--- config.mk ---
export PLATFORM = sky130hd
export DESIGN_NAME = dbus_responder
export DESIGN_NICKNAME = d
export VERILOG_FILES = /design/src/rtl/dbus_responder.sv
export SDC_FILE = /design/constraint.sdc
export NUM_CORES = 1
export LEC_CHECK = 0
export ABC_AREA = 1
export CORE_ASPECT_RATIO = 2
export CORE_MARGIN = 2
export CORE_UTILIZATION = 35
export DETAILED_ROUTE_END_ITERATION = 8
export GPL_TIMING_DRIVEN = 1
export PLACE_DENSITY = 0.58
export REMOVE_ABC_BUFFERS = 1
export SLEW_MARGIN = 0
export SYNTH_ARGS = -nofsm -noshare
export SYNTH_HDL_FRONTEND = slang
export SYNTH_SLANG_ARGS = --single-unit
export TNS_END_PERCENT = 1
--- constraint.sdc ---
create_clock -name CLK -period 11.5 [get_ports CLK]
set_input_delay 2.875 -clock CLK [delete_from_list [all_inputs] [get_ports CLK]]
set_output_delay 2.875 -clock CLK [all_outputs]
set_load 0.03 [all_outputs]
--- src/rtl/dbus_responder.sv ---
// Data-bus target: decodes core requests and drives a single-port word SRAM with byte enables.
// Latency: accept + WAIT_CYCLES + ACCESS + DONE for good requests; accept + DONE for errors.
// Backpressure: HLT stalls the core from accept through ACCESS and drops in DONE.
module dbus_responder #(
    parameter logic [31:0] BASE_ADDR   = 32'h8010_0000,
    parameter int          AW          = 14,
    parameter int          WAIT_CYCLES = 0
) (
    input  logic          CLK,
    input  logic          RES,
    input  logic          DAS,
    input  logic          DRD,
    input  logic          DWR,
    input  logic [31:0]   DADDR,
    input  logic [2:0]    DLEN,
    input  logic [31:0]   DATAO,
    output logic [31:0]   DATAI,
    output logic          HLT,
    output logic          BERR,
    output logic          ram_en,
    output logic          ram_we,
    output logic [3:0]    ram_be,
    output logic [AW-1:0] ram_addr,
    output logic [31:0]   ram_wdata,
    input  logic [31:0]   ram_rdata
);

    typedef enum logic [1:0] {S_IDLE, S_WAIT, S_ACCESS, S_DONE} state_t;

    localparam logic [3:0] WAIT_LOAD = 4'((WAIT_CYCLES > 0) ? WAIT_CYCLES - 1 : 0);

    state_t        state;
    logic [3:0]    cnt;
    logic [1:0]    off_q;
    logic [2:0]    len_q;
    logic          we_q;
    logic [3:0]    be_q;
    logic [31:0]   wdata_q;
    logic [AW-1:0] waddr_q;

    logic          req;
    logic          len_ok;
    logic          misalign;
    logic          in_range;
    logic          bad;
    logic [3:0]    be_d;
    logic [31:0]   wdata_d;
    logic [31:0]   rd_shift;

    assign req      = DAS & (DRD | DWR);
    assign len_ok   = (DLEN == 3'b001) | (DLEN == 3'b010) | (DLEN == 3'b100);
    assign misalign = ((DLEN == 3'b010) & DADDR[0]) | ((DLEN == 3'b100) & (|DADDR[1:0]));
    // Base is window-aligned, so the upper address bits alone decide the range.
    assign in_range = (DADDR[31:AW+2] == BASE_ADDR[31:AW+2]);
    assign bad      = (DRD & DWR) | ~len_ok | misalign | ~in_range;

    assign HLT = ((state == S_IDLE) & req) | (state == S_WAIT) | (state == S_ACCESS);

    always_comb begin
        be_d    = 4'b0000;
        wdata_d = DATAO;
        case (DLEN)
            3'b001: begin
                be_d    = 4'b0001 << DADDR[1:0];
                wdata_d = {4{DATAO[7:0]}};
            end
            3'b010: begin
                be_d    = 4'b0011 << {DADDR[1], 1'b0};
                wdata_d = {2{DATAO[15:0]}};
            end
            default: be_d = 4'b1111;
        endcase
        if (!DWR) begin
            be_d = 4'b0000;
        end
    end

    // SRAM data only arrives in DONE, so read data is steered straight from ram_rdata.
    always_comb begin
        DATAI    = 32'h0;
        rd_shift = ram_rdata >> {off_q, 3'b000};
        if (state == S_DONE && !BERR && !we_q) begin
            case (len_q)
                3'b001:  DATAI = {24'h0, rd_shift[7:0]};
                3'b010:  DATAI = {16'h0, rd_shift[15:0]};
                default: DATAI = rd_shift;
            endcase
        end
    end

    always_ff @(posedge CLK or posedge RES) begin
        if (RES) begin
            state     <= S_IDLE;
            cnt       <= 4'd0;
            off_q     <= 2'd0;
            len_q     <= 3'd0;
            we_q      <= 1'b0;
            be_q      <= 4'd0;
            wdata_q   <= 32'h0;
            waddr_q   <= '0;
            BERR      <= 1'b0;
            ram_en    <= 1'b0;
            ram_we    <= 1'b0;
            ram_be    <= 4'd0;
            ram_addr  <= '0;
            ram_wdata <= 32'h0;
        end else begin
            case (state)
                S_IDLE: begin
                    if (req) begin
                        off_q   <= DADDR[1:0];
                        len_q   <= DLEN;
                        we_q    <= DWR;
                        be_q    <= be_d;
                        wdata_q <= wdata_d;
                        waddr_q <= DADDR[AW+1:2];
                        if (bad) begin
                            BERR  <= 1'b1;
                            state <= S_DONE;
                        end else if (WAIT_CYCLES > 0) begin
                            cnt   <= WAIT_LOAD;
                            state <= S_WAIT;
                        end else begin
                            ram_en    <= 1'b1;
                            ram_we    <= DWR;
                            ram_be    <= be_d;
                            ram_addr  <= DADDR[AW+1:2];
                            ram_wdata <= wdata_d;
                            state     <= S_ACCESS;
                        end
                    end
                end
                S_WAIT: begin
                    if (cnt == 4'd0) begin
                        ram_en    <= 1'b1;
                        ram_we    <= we_q;
                        ram_be    <= be_q;
                        ram_addr  <= waddr_q;
                        ram_wdata <= wdata_q;
                        state     <= S_ACCESS;
                    end else begin
                        cnt <= cnt - 4'd1;
                    end
                end
                S_ACCESS: begin
                    ram_en <= 1'b0;
                    ram_we <= 1'b0;
                    state  <= S_DONE;
                end
                default: begin
                    BERR  <= 1'b0;
                    state <= S_IDLE;
                end
            endcase
        end
    end

endmodule
; After elaboration in Yosys (flattened, before gate mapping)
; Cells that the tools add are included.
[word_totals]
elab_cells = 97
regBits = 115
[classes]
bitwise_logic = 18
addsub = 1
muxes = 32
n_reduce_logical = 16
shift = 3
eq_ne = 13
[ops]
columns = operator, n
row1 = case mux 32 bit (2 select lines), 3
row2 = two-way mux 32 bit, 4
row3 = two-way mux 14 bit, 3
row4 = right shift 32 x 5 -> 32 bit, 1
row5 = case mux 14 bit (2 select lines), 1
row6 = "equality test 16 bit, second input constant", 1
row7 = two-way mux 4 bit, 4
row8 = case mux 4 bit (2 select lines), 2
row9 = two-way mux 1 bit, 9
row10 = OR 1 bit, 9
row11 = AND reduction 4 bit, 2
row12 = "equality test 3 x 1 -> 1 bit, second input constant", 2
row13 = "equality test 3 x 2 -> 1 bit, second input constant", 2
row14 = "!= test 2 bit, second input constant", 3
row15 = case mux 1 bit (3 select lines), 2
row16 = case mux 2 bit (3 select lines), 1
row17 = AND reduction 2 bit, 3
row18 = bitwise AND 1 bit, 5
row19 = "equality test 2 bit, second input constant", 2
row20 = logical NOT 4 bit, 1
row21 = two-way mux 2 bit, 2
row22 = inverter 1 bit, 4
row23 = OR reduction 2 bit, 2
row24 = "left shift 1 x 2 -> 4 bit, first input constant", 1
row25 = 12 further kinds, 14

; Depth between registers and ports, before layout
[logic_depth]
ltp_word = 10
mapped_depth = 11

; Worst setup path before layout
; Ideal clock, no wire load.
[synth_path]
kind = input to output
startpoint = in DWR
endpoint = out HLT
slack_ns = 4.712
path_buffers = 2
arrival_time_ns = 3.913
path_stages = 6
cell_sequence = o21ai_1 nor2_2 inv_2 buf_2 buf_1 nand3_1
[synth_between]
elab_chain_cells = 5
[synth_rtl]
columns = item, line_no
row1 = "start, declared", 13  ; input logic DWR,
row2 = OR 1 bit, 50  ; assign req = DAS & (DRD | DWR);
row3 = bitwise AND 1 bit, 50
row4 = bitwise AND 1 bit, 57  ; assign HLT = ((state == S_IDLE) & req) | (state == S_WAIT) | (state == S_ACCESS);
row5 = OR 1 bit (2 in series), 57
row6 = "end, declared", 18  ; output logic HLT,
; Every way passes these cells.

; Final worst setup path
; Same ends and word-level chain as after synthesis.

==> summary.md <==
| Metric | Value |
|---|---|
| RSZ-0062 raised after global routing | `false` |
| Crit path kind | `input port to output port` |
| Layout Nets | `1,188` |
| Insertion delay to the later sink of the worst-skew pair | `0.41 ns` |
| Starting DRT DRC Count | `248` |
| GPL Wtd Cong | `0.832` |
| Synth Area per Inst | `6.92 sq um` |
| Total grt overflow | `0` |
| Final cycle utilization of the critical path | `a little under three quarters` |
| Leak | `between 4 and 5 nW` |
| Layout cells sized above 1 | `4.69%` |
| Vias per cell | `4.90` |
| Number of I/O port buffers | `189` |
| # setup viols final | `0` |
| Root Driver | `clkbuf_16` |
| CTS tree | `done` |
| Die W | `99.1 um` |
| Synth Area in XOR/XNOR | `less than 1%` |
| Max-Cap Viols | `0` |
| Status | `complete, no violations` |
| Register area share after synthesis | `45.5%` |
| Clock buffer depth | `2` |
| # rows | `69` |
| Synthesized area | `roughly 6300 sq um` |
| Critical Path AT | `5.33 ns` |
| Die area | `around 19,000 sq um` |
| Post-synth top flop | `dfrtp_1` |
| Skew final | `between 0.007 and 0.008 ns` |
| Max_slew headroom | `about 30%` |
| Post-Place Cells | `1,272` |
| Diode count | `0` |
| Crit end category | `output port` |
| Vias in the first global route | `approximately 6,300` |
| Largest delay share family, worst path | `buffers and inverters` |
| Drt pass-1 iters | `5` |
| Core area | `17,800 sq um` |
| Fmax | `between 100 and 150 MHz` |
| Simple-gate share of the synthesized area | `between 30% and 40%` |
| Largest net degree at the start of global routing | `between 70 and 80` |
| Vias | `6,365` |
| Total track usage | `a little over a fifth` |
| Starting Density | `a little over a third` |
| Postcts setup bufs | `0` |
| First-pass GRT wire length | `31.8 mm` |
| Post-synthesis mux area share | `0%` |
| Fin. Hold Viols | `0` |
| CP max-delay cell | `nor2_4` |
| CP bufs+invs | `3` |
| Clk sinks | `115` |
| Maximum vdd drop | `~0.00012 V` |
| Ports | `between 150 and 200` |
| Drt drc | `0` |
| Type of the worst min-delay path | `register to register` |
| Post-synthesis adder-cell area fraction | `1.19%` |
| Max-slew violations | `0` |
| Fin cells | `1,300` |
| Pwr dens | `281 nW/um^2` |
| Synth async-reset ratio | `100%` |
| Initial antenna violation count | `0` |
| Clock transition at path regs | `around 0.050 ns` |
| Resized Gates After CTS | `0` |
| Crit path top cell by count | `clkdlybuf4s50_1` |
| Largest family of logic cells by synthesized area | `simple AND/OR/NAND/NOR gates` |
| Yosys warns | `0` |
| Sequence of cells on the critical path | `clkdlybuf4s50_1, o21ai_1, nor2_4, inv_2, nand3_1, clkdlybuf4s50_1` |
| Filler cells | `about 1,800` |
| Post-synth EDFFs | `0` |
| Post-route ant nets | `0` |
| Critical path peak fanout | `41` |
| Worst-Margin Slew | `1.04 ns` |
| Final TNS setup | `0 ns` |
| Syn Inst Count | `914` |
| Synth Area in Compound Gates | `8.98%` |
| Critical Path RT | `8.63 ns` |
| Chip height | `194 um` |
| H-tree levels | `4` |
| Post-synthesis cell type count | `27` |
| P&R area growth vs syn | `41.1%` |
| Minimum clock period | `8.21 ns` |
| Hold_buf cts | `0` |
| Routed wire length | `19.7 mm` |
| Drt wl/cell | `15.1 um` |
| Register bit count reported by yosys | `115` |
| Critical Path Start Type | `input port` |
| DP HPWL | `13.5 mm` |
| Critical path's largest stage delay | `0.78 ns` |
| CTS buffer count | `17` |
-- cell families after synthesis --
group / Yosys count
xor gates and xnor gates: 1
buffers and inverters: 126
and+or+nand+nor: 566
adders and majority gates: 6
AOI/OAI and AO/OA: 100
DFF: 115
-- worst reg2reg max path, cell delays in order (launching register included) --
cell and delay, ns:
dfrtp_1 0.43, inv_1 0.11, ha_2 0.18, buf_4 0.33
o21ai_2 0.27, nand2_2 0.17, a21oi_4 0.13, buf_4 0.51
nand2_2 0.81, nand2_1 0.27, nand2_1 0.08
-- report_power, final --
group	total, mW	internal, mW	switching (mW)
combinational	1.26	0.447	0.817
clock	0.542	0.364	0.179
sequential	0.704	0.598	0.107
-- final cells by class --
class / instances / area, sq um / area share [%]
timing repair buffer: 196 / 1940 / 21.8
multi-input combinational: 673 / 2960 / 33.1
clock buffer: 23 / 498 / 5.58
tap: 213 / 267 / 2.99
sequential: 115 / 2880 / 32.2
inverter: 75 / 284 / 3.18
clock inverter: 5 / 100 / 1.12
-- sequential cells by signal, summed over array words and instances (netlist names) --
register   flops
be_q           4
state          2
waddr_q       14
ram_wdata     32
ram_be         4
len_q          3
cnt            4
ram_addr      14
BERR           1
off_q          2
ram_en         1
wdata_q       32
we_q           1
ram_we         1
-- path summary, 6_finish.rpt --
check	slack [ns]	startpoint	cells after the start	endpoint
worst max-delay path	3.29	DWR	6	HLT
worst min-delay path	0.47	ram_addr[7]$_DFFE_PP0P_	2	ram_addr[7]$_DFFE_PP0P_
worst max register to register	8.10	state[1]$_DFFE_PP0P_	10	ram_wdata[12]$_DFFE_PP0P_
worst min register to register	0.47	ram_addr[7]$_DFFE_PP0P_	2	ram_addr[7]$_DFFE_PP0P_
max in group asynchronous	7.30	RES	3	we_q$_DFFE_PP0P_
min in group asynchronous	2.99	RES	2	ram_addr[6]$_DFFE_PP0P_
-- synthesized netlist by cell type, types with 2 or more instances --
| cell | instances | share of area (%) |
|---|---|---|
| ha_1 | 6 | 1.2 |
| nor2_1 | 31 | 1.8 |
| buf_2 | 22 | 1.7 |
| nor2_2 | 2 | 0.20 |
| nand2_1 | 412 | 24 |
| nand2_2 | 5 | 0.49 |
| buf_1 | 6 | 0.36 |
| nand3_1 | 103 | 8.1 |
| a211oi_1 | 8 | 0.95 |
| inv_2 | 4 | 0.24 |
| a311oi_1 | 8 | 1.1 |
| clkbuf_1 | 23 | 1.4 |
| nor3_1 | 9 | 0.71 |
| o21ai_1 | 8 | 0.63 |
| inv_1 | 70 | 4.2 |
| dfrtp_1 | 115 | 45 |
| a21oi_1 | 11 | 0.87 |
| o21ai_0 | 62 | 4.9 |
-- metrics by stage --
| stage | hold slack (ns) | total power, mW | setup slack (ns) | util [%] | area (sq um) |
|---|---|---|---|---|---|
| floorplan | 0.449 | 1.48 | 3.87 | - | 6110 |
| global placement | 0.454 | 1.98 | 3.25 | 46.8 | 8330 |
| detailed placement | 0.457 | 1.99 | 3.26 | 46.8 | 8330 |
| CTS | 0.471 | 2.54 | 3.25 | 50.2 | 8930 |
| global route | 0.483 | 2.70 | 3.14 | 50.2 | 8930 |
| finish | 0.465 | 2.51 | 3.29 | 50.2 | 8930 |
-- layer usage --
metal  global-route usage (%)  up-vias  routed length (um)
met5                        0        -                   0
met4                     7.20        0                 377
met3                     3.75       24                 761
met2                     39.8      166               11000
met1                     22.6     2958                7500
li1                         -     3217                   -
-- layout by cell type (no fill, tap or decap), drive strengths merged --
cell	n
a311oi	8
o211ai	1
nor2	33
dfrtp	115
clkinv	3
inv	74
ha	6
clkdlybuf4s50	189
nand3	103
xor2	1
a21oi	12
nand2	418
bufinv	3
a211oi	8
clkbuf	23
nand4	1
buf	7
nor4	1
nor3	9
o21ai	71
or2	1
Power figures use the tool's default switching activity.
